$ cat src/rtl/cpu6502_alu_sequencer.sv
// Multi-cycle sequencer for 6502 group-1 (cc=01) instructions.
// It owns the accumulator and the N/V/Z/C flags, fetches zero-page operands and drives an external combinational ALU.
module cpu6502_alu_sequencer #(
  parameter logic [7:0] ACC_RESET = 8'h00
) (
  input  logic       i_clk,
  input  logic       i_reset,
  input  logic       i_op_valid,
  output logic       o_op_ready,
  input  logic [7:0] i_opcode,
  input  logic [7:0] i_operand,
  output logic       o_mem_req,
  output logic       o_mem_we,
  output logic [7:0] o_mem_addr,
  output logic [7:0] o_mem_wdata,
  input  logic [7:0] i_mem_rdata,
  input  logic       i_mem_ack,
  output logic [7:0] o_alu_operand1,
  output logic [7:0] o_alu_operand2,
  output logic       o_alu_carry_in,
  output logic [4:0] o_alu_operation,
  input  logic [7:0] i_alu_result,
  input  logic       i_alu_carry_out,
  output logic [7:0] o_acc,
  output logic       o_flag_n,
  output logic       o_flag_v,
  output logic       o_flag_z,
  output logic       o_flag_c,
  output logic       o_done,
  output logic       o_illegal
);

  typedef enum logic [2:0] {
    IDLE,
    READ,
    EXEC,
    WRITE,
    WPOST,
    DONE
  } state_t;

  localparam logic [2:0] AAA_ADC = 3'b011;
  localparam logic [2:0] AAA_STA = 3'b100;
  localparam logic [2:0] AAA_CMP = 3'b110;
  localparam logic [2:0] AAA_SBC = 3'b111;
  localparam logic [4:0] OP_ADD  = 5'b01101;

  state_t     r_state;
  state_t     w_nextState;
  logic [2:0] r_aaa;
  logic [1:0] r_cc;
  logic [7:0] r_operand;
  logic [7:0] r_mem;
  logic       r_illegal;
  logic [7:0] r_acc;
  logic       r_flagN;
  logic       r_flagV;
  logic       r_flagZ;
  logic       r_flagC;

  logic       w_inIllegal;
  logic       w_inImmediate;
  logic       w_inStore;
  logic       w_accept;
  logic       w_isAdc;
  logic       w_isSbc;
  logic       w_isCmp;
  logic [7:0] w_op1;
  logic [7:0] w_op2;
  logic       w_cin;
  logic [4:0] w_operation;

  assign w_inIllegal   = (i_opcode[1:0] != 2'b01) || (i_opcode == 8'h89);
  assign w_inImmediate = (i_opcode[4:2] == 3'b010);
  assign w_inStore     = (i_opcode[7:5] == AAA_STA);
  assign w_accept      = (r_state == IDLE) && i_op_valid;

  assign w_isAdc = (r_aaa == AAA_ADC);
  assign w_isSbc = (r_aaa == AAA_SBC);
  assign w_isCmp = (r_aaa == AAA_CMP);

  always_ff @(posedge i_clk) begin
    if (i_reset) begin
      r_state <= IDLE;
    end else begin
      r_state <= w_nextState;
    end
  end

  always_comb begin
    w_nextState = r_state;
    o_op_ready  = 1'b0;
    o_mem_req   = 1'b0;
    o_mem_we    = 1'b0;
    o_done      = 1'b0;
    o_illegal   = 1'b0;
    case (r_state)
      IDLE: begin
        o_op_ready = 1'b1;
        if (i_op_valid) begin
          if (w_inIllegal) begin
            w_nextState = DONE;
          end else if (w_inImmediate) begin
            w_nextState = EXEC;
          end else if (w_inStore) begin
            w_nextState = WRITE;
          end else begin
            w_nextState = READ;
          end
        end
      end
      READ: begin
        o_mem_req = 1'b1;
        if (i_mem_ack) begin
          w_nextState = EXEC;
        end
      end
      EXEC: begin
        w_nextState = DONE;
      end
      WRITE: begin
        o_mem_req = 1'b1;
        o_mem_we  = 1'b1;
        if (i_mem_ack) begin
          w_nextState = WPOST;
        end
      end
      // A settle cycle after the write ack gives stores the same latency as reads.
      WPOST: begin
        w_nextState = DONE;
      end
      DONE: begin
        o_done      = 1'b1;
        o_illegal   = r_illegal;
        w_nextState = IDLE;
      end
      default: begin
        w_nextState = IDLE;
      end
    endcase
  end

  // Subtract-style ops reuse the adder with the inverted operand.
  always_comb begin
    w_op1       = 8'h00;
    w_op2       = 8'h00;
    w_cin       = 1'b0;
    w_operation = 5'b00000;
    if (r_state == EXEC) begin
      w_op1 = r_acc;
      w_op2 = (w_isSbc || w_isCmp) ? ~r_mem : r_mem;
      w_cin = w_isCmp ? 1'b1 : r_flagC;
      if (w_isAdc || w_isSbc || w_isCmp) begin
        w_operation = OP_ADD;
      end else begin
        w_operation = {r_aaa, r_cc};
      end
    end
  end

  always_ff @(posedge i_clk) begin
    if (i_reset) begin
      r_aaa     <= 3'b000;
      r_cc      <= 2'b00;
      r_operand <= 8'h00;
      r_mem     <= 8'h00;
      r_illegal <= 1'b0;
    end else if (w_accept) begin
      r_aaa     <= i_opcode[7:5];
      r_cc      <= i_opcode[1:0];
      r_operand <= i_operand;
      r_mem     <= i_operand;
      r_illegal <= w_inIllegal;
    end else if ((r_state == READ) && i_mem_ack) begin
      r_mem <= i_mem_rdata;
    end
  end

  always_ff @(posedge i_clk) begin
    if (i_reset) begin
      r_acc   <= ACC_RESET;
      r_flagN <= 1'b0;
      r_flagV <= 1'b0;
      r_flagZ <= 1'b0;
      r_flagC <= 1'b0;
    end else if (r_state == EXEC) begin
      if (!w_isCmp) begin
        r_acc <= i_alu_result;
      end
      r_flagN <= i_alu_result[7];
      r_flagZ <= (i_alu_result == 8'h00);
      if (w_isAdc || w_isSbc || w_isCmp) begin
        r_flagC <= i_alu_carry_out;
      end
      if (w_isAdc || w_isSbc) begin
        r_flagV <= (w_op1[7] == w_op2[7]) && (i_alu_result[7] != w_op1[7]);
      end
    end
  end

  assign o_mem_addr      = r_operand;
  assign o_mem_wdata     = r_acc;
  assign o_alu_operand1  = w_op1;
  assign o_alu_operand2  = w_op2;
  assign o_alu_carry_in  = w_cin;
  assign o_alu_operation = w_operation;
  assign o_acc           = r_acc;
  assign o_flag_n        = r_flagN;
  assign o_flag_v        = r_flagV;
  assign o_flag_z        = r_flagZ;
  assign o_flag_c        = r_flagC;

endmodule

$ cat config.mk
export PLATFORM = sky130hd
export DESIGN_NAME = cpu6502_alu_sequencer
export DESIGN_NICKNAME = d
export VERILOG_FILES = /design/src/rtl/cpu6502_alu_sequencer.sv
export SDC_FILE = /design/constraint.sdc
export NUM_CORES = 1
export LEC_CHECK = 0
export CELL_PAD_IN_SITES_DETAIL_PLACEMENT = 0
export CELL_PAD_IN_SITES_GLOBAL_PLACEMENT = 1
export CORE_MARGIN = 2
export CORE_UTILIZATION = 28
export CTS_BUF_LIST = sky130_fd_sc_hd__clkbuf_8 sky130_fd_sc_hd__clkbuf_16
export CTS_CLUSTER_DIAMETER = 40
export CTS_CLUSTER_SIZE = 14
export DETAILED_ROUTE_END_ITERATION = 10
export PLACE_DENSITY_LB_ADDON = 0.1
export SYNTH_ARGS = -nofsm -noshare
export SYNTH_HDL_FRONTEND = slang
export SYNTH_SLANG_ARGS = --single-unit
$ cat constraint.sdc
create_clock -name i_clk -period 2 [get_ports i_clk]
set_input_delay 0.3 -clock i_clk [delete_from_list [all_inputs] [get_ports i_clk]]
set_output_delay 0.3 -clock i_clk [all_outputs]
set_load 0.005 [all_outputs]
==> impl_metrics.csv <==
group,metric,value,unit
yosys,synth-simple-area-share,0.257,
status,status,"complete, but fails checks",
yosys,ys_types,39,
route,routed_via_density,4.56,
floorplan,initial_core_util,0.292,
yosys,ys_seq_elements,37,
timing,finalMaxSlewViolations,0,
timing,period_needed,1.95,ns
pwr,power_leakage,1.33,nW
status,violations,"design-rule violations",
floorplan,die_area,7370,um2
yosys,synth_top_family_by_area,"simple AND/OR/NAND/NOR gates",
setup_path,critPathKind,"register to output pin",
timing,clock_skew,0.00410,ns
grt,track_usage,0.148,
grt,antenna_found_initial,0,
grt,grt_pass1_vias,1771,
yosys,yosys_warnings,0,
setup_path,critical-path-max-stage-delay,0.32,ns
place,io_buffer_count,91,
setup_path,cp_slowest_cell,"dfxtp_2",
setup_path,path_buf_inv,5,
setup_path,path_max_fanout,5,
cts,hold_buffers,0,
timing,setup_violations,0,
place,dpl.hpwl,4040,um
route,dr.pass1.iters,9,
cts,insertion_delay,0.29,ns
timing,hold_viol,0,
flow_run,drv_cap,0,
yosys,synth_xor_xnor_area_share,0.0420,
timing,timing.hold.ws,0.454,ns
pwr,p_seq_frac,0.377,
setup_path,r2r-start,"r_state[1]",
setup_path,crit_path_start,"r_state[1]",
hold_path,hold_start,"r_cc[1]",
cts,root_buffer,"clkbuf_8",
pwr,peakVddDrop,359,uV
finish,layout.nets,364,
route,wire_per_inst,13.5,um
yosys,synth_nets,266,
yosys,seq_area_frac_synth,0.395,
hold_path,min_to,"r_cc[1]",
finish,drive_gt1_frac,0.155,
yosys,synth.cell_area,1880,um2
pwr,power.switching,703,uW
timing,tightest_slew,0.581,ns
finish,fill_cells,656,
finish,area_growth,63.2,%
yosys,synth.area.mux_share,0.0961,
pwr,sw_frac_of_total,0.292,
timing,clock.fmax,513,MHz
route,drc,3,
floorplan,die_h,85.8,um
timing,finalCritPeriodShare,0.974,
grt,grt_pass1_wl,8610,um
cts,cts_max_path_buffers,2,
pwr,internal_power,1.70,mW
route,drt-initial-drc-count,93,
yosys,synth_compound_area_frac,0.133,
cts,cts_tree,"built",
setup_path,worstPathCellList,"buf_4 > nor3b_4 > buf_4 > buf_6 > buf_4 > and2_1 > dlygate4sd2_1",
cts,numCtsBuffers,5,
yosys,syn_inst,229,
yosys,synth-adder-area-share,0,
yosys,syn_area_per_cell,8.19,um2
timing,worst_slew_margin_rel,0.613,
cts,clk_pin_slew,0.07,ns
finish,diodes,0,
floorplan,design.core.area,6420,um2
setup_path,reg2reg_slack,0.22,ns
cts,cts_sinks,37,
grt,grt_remaining_overflow,0,
floorplan,rows,29,
route,num_vias,1846,
setup_path,worstRegToRegCells,9,
setup_path,cp-start-kind,"register",
setup_path,cp.arrival,1.65,ns
grt,grt_max_degree,37,
pwr,power,2.40,mW
setup_path,cp.required,1.70,ns
pwr,p_per_area,786,nW/um2
floorplan,ioPinCount,92,
hold_path,min-delay-path-class,"register to register",
setup_path,end_kind,"output pin",
route,drt.antenna.violating_nets,0,
cts,htree_levels,2,
pwr,power_frac_comb,0.344,
hold_path,min_path_cells,2,
pwr,clockPowerShare,0.279,
setup_path,crit_family,"buffers and inverters",
floorplan,die_width,85.8,um
setup_path,worstReg2RegEnd,"o_acc[5]",
setup_path,path_common_cell,"buf_4",
timing,rsz0062_at_grt,"true",
route,finalWirelength,5470,um
place,routabilityCongestion,0.729,
registers in the layout (all words and copies together) (netlist names):
register / cells
o_mem_addr: 8
r_cc: 2
o_flag_c: 1
r_mem: 8
r_illegal: 1
o_flag_n: 1
o_acc: 8
o_flag_z: 1
r_state: 3
r_aaa: 3
o_flag_v: 1
cell families (layout without fill, tap and decap cells):
| group | after synthesis | after routing |
|---|---|---|
| DFF | 37 | 37 |
| buffers and inverters | 27 | 126 |
| AOI/OAI and AO/OA | 38 | 38 |
| and+or+nand+nor | 100 | 100 |
| xor gates and xnor gates | 9 | 9 |
| muxes | 18 | 18 |
power by group through the flow:
stage	Clock [mW]	Sequential (mW)	Combinational (mW)
floorplan	0	0.908	0.421
global placement	0	0.914	0.777
detailed placement	0	0.918	0.775
CTS	0.690	0.906	0.829
global route	0.723	0.920	0.906
finish	0.671	0.906	0.827
synthesized netlist by cell type (all sizes together):
master,instances,area (um2)
a2111oi,2,17.5
a211oi,9,72.6
a21o,1,8.76
a21oi,19,95.1
a311oi,1,8.76
and2,9,56.3
and2b,1,8.76
and3,3,20.0
buf,13,91.3
clkbuf,10,37.5
dfxtp,37,741
inv,4,15.0
mux2i,18,180
nand2,31,124
nand2b,1,6.26
nand3,1,5.00
nor2,38,143
nor2b,1,6.26
nor3,1,5.00
nor3b,6,45.0
nor4,2,12.5
o211ai,1,7.51
o21ai,2,13.8
o21bai,1,7.51
o2bb2ai,1,8.76
o32a,1,10.0
or2,2,15.0
or3,2,17.5
or3b,2,17.5
xnor2,1,8.76
xor2,8,70.1
metal layers:
layer | track usage | part of all wire
met1 | 0.197 | 0.47
met5 | 0 | 0
met4 | 0.0346 | 0.0091
met2 | 0.239 | 0.46
met3 | 0.0414 | 0.059
tightest hold or removal path: cells and delay by family, from the launching register on:
kind             cells  cell delay (ns)
AO/OA/AOI/OAI        1             0.05
flip-flops           1             0.31
AND/OR/NAND/NOR      1             0.05
how the worst max path moves through the flow:
| stage | to | slack, ns | depth (start not counted) |
|---|---|---|---|
| 2_1_floorplan | o_alu_carry_in | 0.34 | 5 |
| 3_3_place_gp | o_alu_operation[1] | 0.12 | 5 |
| 3_5_place_dp | o_alu_operand2[5] | 0.08 | 4 |
| 4_1_cts | o_alu_operand1[6] | 0.004 | 7 |
| 5_1_grt | o_alu_operand1[4] | -0.003 | 8 |
| 6_report | o_alu_operation[3] | 0.05 | 7 |
placed cells by master (no fill, tap or decap), types with 2 or more instances in the layout:
cell type and n:
nand2_1 30, mux2i_1 18, clkbuf_2 3, dfxtp_2 4
a2111oi_0 2, buf_6 4, inv_1 4, nor4_1 2
clkbuf_8 6, nor3b_1 5, and3_1 2, a21oi_1 19
clkdlybuf4s50_1 69, a211oi_1 8, clkdlybuf4s15_1 2, dlygate4sd2_1 17
buf_4 18, and2_1 9, xor2_1 7, dfxtp_1 33
nor2_1 38
timing repair:
action,in CTS,in global routing
setup buffers,6,2
endpoints found under the setup margin,22,7
cloned,1,0
resized for setup,38,7
per-stage QoR:
stage	instances	setup TNS (ns)	util	instance area (um2)	setup slack, ns
3_5_place_dp	388	0	0.447	2870	0.0767
6_report	405	0	0.477	3060	0.0524
3_3_place_gp	388	0	0.447	2870	0.117
2_1_floorplan	229	0	-	1880	0.344
4_1_cts	403	0	0.476	3060	0.00418
5_1_grt	405	-0.00518	0.477	3060	-0.00268
area by class of cell:
type / instances / area [um2] / area share
repair buffers: 114 / 1070 / 0.351
multi-input cells: 165 / 1010 / 0.331
flip-flops and latches: 37 / 746 / 0.244
well taps: 77 / 96.3 / 0.0315
clock buffers: 6 / 82.6 / 0.0270
clock inverters: 2 / 33.8 / 0.0110
inverters: 4 / 15.0 / 0.00491
Note: power is estimated with default switching activity, not from simulation.
